<file path="src/rtl/mem_bus_arbiter.sv">
// Two-port (instruction / data) arbiter onto a single SRAM-style bus.
// Ties between the ports are broken round-robin on the last accepted source.
// A stalled bus request is held on the same source until the bus accepts it.
// A source-order FIFO routes the in-order bus responses back to their issuers.
//
// state      | meaning
// -----------+-------------------------------------------------------------
// ARB_OPEN   | no stalled request; grant chosen from i_req/d_req this cycle
// ARB_HOLD_I | instruction request stalled on the bus; keep granting INST
// ARB_HOLD_D | data request stalled on the bus; keep granting DATA
module mem_bus_arbiter #(
  parameter int ADDR_W  = 32,
  parameter int DATA_W  = 32,
  parameter int MAX_OUT = 2
) (
  input  logic                         clk,
  input  logic                         reset,
  // instruction port
  input  logic                         i_req,
  input  logic [ADDR_W-1:0]            i_addr,
  output logic                         i_addr_ok,
  output logic [DATA_W-1:0]            i_rdata,
  output logic                         i_data_ok,
  // data port
  input  logic                         d_req,
  input  logic                         d_wr,
  input  logic [DATA_W/8-1:0]          d_wstrb,
  input  logic [ADDR_W-1:0]            d_addr,
  input  logic [DATA_W-1:0]            d_wdata,
  output logic                         d_addr_ok,
  output logic [DATA_W-1:0]            d_rdata,
  output logic                         d_data_ok,
  // memory bus
  output logic                         m_req,
  output logic                         m_wr,
  output logic [DATA_W/8-1:0]          m_wstrb,
  output logic [ADDR_W-1:0]            m_addr,
  output logic [DATA_W-1:0]            m_wdata,
  input  logic                         m_addr_ok,
  input  logic [DATA_W-1:0]            m_rdata,
  input  logic                         m_data_ok,
  // status
  output logic [$clog2(MAX_OUT+1)-1:0] outstanding,
  output logic                         proto_err
);

  localparam int CW = $clog2(MAX_OUT + 1);
  localparam int PW = (MAX_OUT > 1) ? $clog2(MAX_OUT) : 1;

  // source encoding shared by last_src and the FIFO entries
  localparam logic SRC_INST = 1'b0;
  localparam logic SRC_DATA = 1'b1;

  typedef enum logic [1:0] {
    ARB_OPEN   = 2'd0,
    ARB_HOLD_I = 2'd1,
    ARB_HOLD_D = 2'd2
  } arb_state_t;

  arb_state_t      state_q, state_d;
  logic            last_src_q;
  logic [CW-1:0]   count_q;
  logic [PW-1:0]   wr_ptr_q, rd_ptr_q;
  logic            src_fifo_q [MAX_OUT];
  logic            perr_q;

  logic            issue_en;
  logic            grant_src;
  logic            grant_req;
  logic            accept;
  logic            resp_valid;
  logic            stray_resp;
  logic            head_src;

  // issue gating uses the registered count only, so a same-cycle response
  // never opens a slot early
  assign issue_en   = (count_q < CW'(MAX_OUT));
  assign head_src   = src_fifo_q[rd_ptr_q];
  assign resp_valid = m_data_ok && (count_q != '0);
  assign stray_resp = m_data_ok && (count_q == '0);
  assign accept     = m_req && m_addr_ok;

  // grant selection and bus mux; a held state pins the grant to its source
  always_comb begin
    grant_src = SRC_INST;
    case (state_q)
      ARB_HOLD_I: grant_src = SRC_INST;
      ARB_HOLD_D: grant_src = SRC_DATA;
      default: begin
        if (i_req && d_req) begin
          grant_src = ~last_src_q;
        end else if (d_req) begin
          grant_src = SRC_DATA;
        end else begin
          grant_src = SRC_INST;
        end
      end
    endcase

    grant_req = (grant_src == SRC_DATA) ? d_req : i_req;
    m_req     = issue_en && grant_req;

    if (grant_src == SRC_DATA) begin
      m_wr    = d_wr;
      m_wstrb = d_wstrb;
      m_addr  = d_addr;
      m_wdata = d_wdata;
    end else begin
      m_wr    = 1'b0;
      m_wstrb = '0;
      m_addr  = i_addr;
      m_wdata = '0;
    end
  end

  // next state: hold the grant while the bus stalls, release on accept
  always_comb begin
    state_d = state_q;
    case (state_q)
      ARB_OPEN: begin
        if (m_req && !m_addr_ok) begin
          state_d = (grant_src == SRC_DATA) ? ARB_HOLD_D : ARB_HOLD_I;
        end
      end
      ARB_HOLD_I, ARB_HOLD_D: begin
        // a dropped request also releases the hold so the arbiter cannot wedge
        if (!m_req || m_addr_ok) begin
          state_d = ARB_OPEN;
        end
      end
      default: state_d = ARB_OPEN;
    endcase
  end

  // port handshakes and response routing
  always_comb begin
    i_addr_ok = accept && (grant_src == SRC_INST);
    d_addr_ok = accept && (grant_src == SRC_DATA);
    i_data_ok = resp_valid && (head_src == SRC_INST);
    d_data_ok = resp_valid && (head_src == SRC_DATA);
    i_rdata   = m_rdata;
    d_rdata   = m_rdata;
  end

  // arbitration state, round-robin history and sticky protocol error
  always_ff @(posedge clk) begin
    if (reset) begin
      state_q    <= ARB_OPEN;
      last_src_q <= SRC_INST;
      perr_q     <= 1'b0;
    end else begin
      state_q <= state_d;
      if (accept) begin
        last_src_q <= grant_src;
      end
      if (stray_resp) begin
        perr_q <= 1'b1;
      end
    end
  end

  // outstanding counter: accept and response in one cycle cancel out
  always_ff @(posedge clk) begin
    if (reset) begin
      count_q <= '0;
    end else begin
      case ({accept, resp_valid})
        2'b10:   count_q <= count_q + 1'b1;
        2'b01:   count_q <= count_q - 1'b1;
        default: count_q <= count_q;
      endcase
    end
  end

  // source-order FIFO pointers, wrapping modulo MAX_OUT
  always_ff @(posedge clk) begin
    if (reset) begin
      wr_ptr_q <= '0;
      rd_ptr_q <= '0;
    end else begin
      if (accept) begin
        wr_ptr_q <= (wr_ptr_q == PW'(MAX_OUT - 1)) ? '0 : wr_ptr_q + 1'b1;
      end
      if (resp_valid) begin
        rd_ptr_q <= (rd_ptr_q == PW'(MAX_OUT - 1)) ? '0 : rd_ptr_q + 1'b1;
      end
    end
  end

  // FIFO storage; entries beyond the pointers are don't-care so no reset needed
  always_ff @(posedge clk) begin
    if (accept) begin
      src_fifo_q[wr_ptr_q] <= grant_src;
    end
  end

  assign outstanding = count_q;
  assign proto_err   = perr_q;

endmodule

</file>
<file path="config.mk">
export PLATFORM = sky130hd
export DESIGN_NAME = mem_bus_arbiter
export DESIGN_NICKNAME = d
export VERILOG_FILES = /design/src/rtl/mem_bus_arbiter.sv
export SDC_FILE = /design/constraint.sdc
export NUM_CORES = 1
export LEC_CHECK = 0
export CAP_MARGIN = 20
export CORE_AREA = 2 2 110 112
export CTS_CLUSTER_DIAMETER = 30
export DETAILED_ROUTE_END_ITERATION = 16
export DIE_AREA = 0 0 112 114
export PLACE_DENSITY = 0.58
export SETUP_SLACK_MARGIN = 0.15
export SLEW_MARGIN = 40
export SYNTH_ARGS = -nofsm -noshare
export SYNTH_HDL_FRONTEND = slang
export SYNTH_SLANG_ARGS = --single-unit
export TNS_END_PERCENT = 50
</file>
<file path="constraint.sdc">
create_clock -name clk -period 3.3 [get_ports clk]
set_input_delay 0.495 -clock clk [delete_from_list [all_inputs] [get_ports clk]]
set_output_delay 0.495 -clock clk [all_outputs]
set_load 0.02 [all_outputs]
</file>
Word level (Yosys, flattened, before mapping)

Memory sizes are Yosys's and may differ from the RTL's. A register that Yosys moved wholly into a read port is not among the register bits.
Cells that the tools add are included.

Add/sub/neg operators: 4
$lt $le $gt $ge: 1
Equality and inequality tests: 6
Multiplexer cells: 19
Bitwise gates (word level): 3
Reduce and logical (&&, ||, !) cells: 19

Operators by type and width:

| operator            | count |
|---|---|
| $mux 32             | 2 |
| $logic_and 1x1->1   | 10 |
| $mux 1              | 10 |
| $pmux 2 s2          | 2 |
| $mux 2              | 3 |
| $eq 2x1->1 const B  | 2 |
| $eq 2x2->1 const B  | 2 |
| $logic_not 2->1     | 2 |
| $mux 4              | 1 |
| $ne 2x2->1 const B  | 2 |
| $reduce_bool 2->1   | 2 |
| $not 1->1           | 3 |
| $add 1x1->1 const B | 2 |
| $add 2x1->2 const B | 1 |
| $logic_not 1->1     | 2 |
| $lt 2x2->1 const B  | 1 |
| $pmux 1 s2          | 1 |
| $reduce_and 2->1    | 1 |
| $reduce_or 2->1     | 1 |
| $sub 2x1->2 const B | 1 |
| $logic_or 1x1->1    | 1 |

Register bits after elaboration: 8
Memory bits (writable): 2
Bits of input ports: 139
Output and inout port bits: 141
Logic and storage cells: 59
Memories: 1

Memory list:

| memory     | depth | width | rd ports | clocked after memory_dff | write ports | line | source |
|---|---|---|---|---|---|---|---|
| src_fifo_q | 2     | 1     | 1        | 1                        | 1           | 64   | `logic src_fifo_q [MAX_OUT];` |

Depth between registers and ports, before layout

Gate-level depths: netlist (run 1).

Depth after elaboration: 9
Gate-level depth with buffers: 9
Gate-level depth less buffers: 9

Least setup slack after synthesis (run 1)

No wires, ideal clock.

Path kind: register to output
From: register state_q[1]
To: output m_addr[10]
Arrival: 1.736 ns
Data required time: 2.805 ns
Slack: 1.069 ns
Cell stages (with the launch flop): 7
Buffers on the path: 1
Cell sequence: dfxtp_1 inv_1 ha_1 nor2b_1 a22oi_4 buf_6 mux2_2

Longest elaborated chain between the ends: 3
Elaborated cells between the ends (all ways): 4
Those cells by class: 2 x eq/ne; 2 x mux

Ends and longest elaborated chain:

| what                                            | line | source |
|---|---|---|
| start, declared                                 | 60   | `arb_state_t state_q, state_d;` |
| start signal, assigned                          | 152  | `state_q <= state_d;` |
| $eq 2x2->1 / $eq 2x1->1 (equally long branches) | 86   | `case (state_q)` |
| $pmux 1 s2 (*)                                  | 86   |  |
| $mux 32 (*)                                     | 103  | `if (grant_src == SRC_DATA) begin` |
| end, declared                                   | 37   | `output logic [ADDR_W-1:0] m_addr,` |

Every way passes the cells marked *; elsewhere a longest branch is shown, timed or not.

Worst setup path in the final report (run 1)

From: register state_q[1]
To: output m_addr[6]

The elaborated chain is that of the path after synthesis.

==> results of run 1 <==
power breakdown:
part	leakage (nW)	switching, W	internal [W]
Sequential	0.0928	0.0000369	0.000179
Clock	0.0382	0.0000616	0.000162
Combinational	1.08	0.000551	0.000648
Total	1.21	0.000650	0.000989
state kept, by name (all words and copies together) (netlist names), named ones only:
| name | count |
|---|---|
| proto_err | 1 |
| state_q | 2 |
| src_fifo_q | 2 |
| rd_ptr_q | 1 |
| wr_ptr_q | 1 |
| last_src_q | 1 |
| outstanding | 2 |
worst max-delay path, stage by stage (launching register included):
cell,delay (ns)
dfxtp_1,0.34
inv_1,0.05
ha_2,0.42
nor2b_1,0.10
a22oi_4,0.23
buf_12,0.24
mux2_2,0.36
clkdlybuf4s50_1,0.54
cell usage in the layout (no fill, tap or decap), types with 2 or more instances in the layout:
cell / count
xor2_1: 2
ha_1: 2
xnor2_1: 2
mux2_2: 32
edfxtp_1: 2
o21ai_0: 2
a21oi_1: 4
nand3_1: 4
nor2b_1: 2
clkdlybuf4s50_1: 183
and2_1: 37
clkbuf_16: 3
inv_1: 5
dfxtp_1: 9
inv_2: 2
mux2i_1: 2
buf_12: 2
nor2_1: 11
cell type report:
| type | instances | area share [%] |
|---|---|---|
| clock buffer | 4 | 2.39 |
| inverter | 7 | 0.797 |
| timing repair buffer | 185 | 56.8 |
| tap | 147 | 5.58 |
| multi-input combinational | 112 | 27.2 |
| sequential | 11 | 7.28 |
repair_timing:
action,4_1_cts,5_1_grt
setup buffers,0,0
resized for setup,0,1
endpoints found under the setup margin,0,34
endpoints found under the hold margin,0,0
cell families (layout without fill, tap and decap cells):
group,Yosys count,in the layout,synth area share [%]
adder cells (fa/ha/maj),3,3,2.21
XOR/XNOR,4,4,2.06
multiplexers,34,34,22.4
AO/OA/AOI/OAI,10,10,5.52
flip-flops,11,11,14.1
buffers and inverters,80,196,33.2
AND/OR/NAND/NOR,61,61,20.5
worst paths after layout:
path	start	endpoint	depth (start not counted)
setup / recovery	state_q[1]	m_addr[6]	7
hold / removal	state_q[0]	state_q[0]	2
setup reg to reg	state_q[0]	outstanding[1]	8
hold reg to reg	state_q[0]	state_q[0]	2
per-stage QoR:
step / total power [W] / std cells / util (%) / setup WS (ns)
final: 0.00164 / 466 / 28.2 / 0.253
after global routing: 0.00173 / 466 / 28.2 / 0.148
after CTS: 0.00165 / 466 / 28.1 / 0.187
after detailed placement: 0.00142 / 462 / 27.5 / 0.257
after global placement: 0.00142 / 462 / 27.5 / 0.277
after floorplan: 0.000976 / 203 / - / 1.07
layer usage:
layer  part of all wire, %  wire length [um]  GRT usage, %
met2                    47              2870          13.0
met4                   3.1               188          3.82
met1                    39              2380          10.7
met3                    11               696          3.40
met5                     0                 0             0
==> flow_summary_export.csv, run 1 <==
group,metric,value,unit
status,run_status,"finished, final reports clean",
floorplanning,num_io_pins,280,
floorplanning,fp-row-count,40,
cts,clock_insertion_delay_worst_skew,0.24,ns
logic_synthesis,post_synth_inst_count,203,
min_path,worstHoldPathType,"flop to flop",
cts,clock_slew_at_reported_path_ffs,0.04,ns
sta,setup-tns-final,0,ns
cts,clock_path_buffers,2,
logic_synthesis,synth_top_cells_by_area,"buf_4 28%, mux2_2 21%, and2_1 14%, dfxtp_1 11%, edfxtp_1 3.5%",
final_layout,antenna_cells_inserted,0,
final_layout,post_route_cells_drive_above_1_share,13.8,%
route,drc_errors,0,
logic_synthesis,ys_seq_elements,11,
global_route,antenna_found_initial,0,
logic_synthesis,yosys_warns,0,
final_layout,register_area,240,um2
logic_synthesis,synth_edf_count,2,
worst_setup_path,path_max_fanout,32,
final_layout,fin_area,3300,um2
logic_synthesis,mappedNetlistNets,345,
floorplanning,die_height,114,um
cts,ctsHoldBuffers,0,
final_layout,area_delta_synth_final,94.1,%
global_route,vias_in_the_first_global_route,1692,
logic_synthesis,synth_largest_type_area_fraction,28.3,%
route,drt_pass1_iterations,4,
worst_setup_path,reg2reg_setup_slack,0.99,ns
global_route,grt_pass1_wl,8990,um
job,drv_cap,0,
route,drt.antenna.violating_nets,0,
logic_synthesis,syn_area,1700,um2
sta,timing.final.max_slew_violations,0,
route,drt_first_iter_violations,63,
floorplanning,die_w,112,um
logic_synthesis,synth_commonest_cells,"64 x buf_4, 37 x and2_1, 32 x mux2_2, 11 x nor2_1, 9 x dfxtp_1",
sta,worst-slew-pin-transition,0.531,ns
final_layout,design.final.nets,462,
worst_setup_path,critical_path_required,2.80,ns
power_and_ir_drop,leakagePower,1.21,nW
final_layout,filler_cell_count,1256,
route,drt-total-wl,6140,um
logic_synthesis,synth_area_per_cell,8.37,um2
sta,clock-skew-final,0.000638,ns
global_route,grt_max_degree,42,
power_and_ir_drop,power.ir.vdd_worst,0.000235,V
sta,layout_worst_path_cycle_share,92.3,%
route,routed_wl_per_cell,13.2,um
worst_setup_path,startpoint_type,"flop",
sta,final_setup_violation_count,0,
worst_setup_path,setup.worst_path.end_class,"output port",
cts,cts_made_buffers,3,
place,placement.cell_area,3220,um2
logic_synthesis,ys_seq_area_share,14.1,%
place,dp.final_hpwl,5230,um
floorplanning,start_util,14.5,%
worst_setup_path,type_of_the_worst_setup_path,"flop to output port",
route,avg_vias_per_cell,3.68,
sta,holdWs,0.465,ns
place,place_congestion,0.719,
cts,root_buffer,"clkbuf_16",
sta,rsz0062_at_grt,"true",
worst_setup_path,cp.arrival,2.55,ns
sta,hold_viol_final,0,
logic_synthesis,post-synth-top-count-cell,"buf_4",
cts,clock_sink_count,11,
global_route,gr-total-overflow,0,
global_route,global_route.usage.total,8.56,%
cts,tritoncts,"done",
floorplanning,coreArea,11700,um2
sta,fmax,328,MHz
logic_synthesis,asyncSetResetFlopFracSynth,0,%
power_and_ir_drop,pd_cells,497,nW/um2
cts,cts.htree.levels,1,
sta,final_period_demand_of_the_worst_path,3.05,ns
final_layout,multi_input_area,897,um2
logic_synthesis,cell_type_contributing_the_most_total_cell_area_after_synthesis,"buf_4",
place,io_buffer_count,183,
logic_synthesis,synthFlopType,"dfxtp_1",
route,vias,1717,
logic_synthesis,ys_types,31,
floorplanning,floorplan.die_area,12800,um2
sta,slew_headroom,64.2,%
(Power assumes the default switching activity.)
==> run 2: changes to the inputs <==
- CTS_CLUSTER_DIAMETER: 30 -> not set
- SKIP_CTS_REPAIR_TIMING: not set -> 1
- SLEW_MARGIN: 40 -> 30
==> results of run 2 <==
No change in the layout: final DEF, timing and power equal those of run 1.
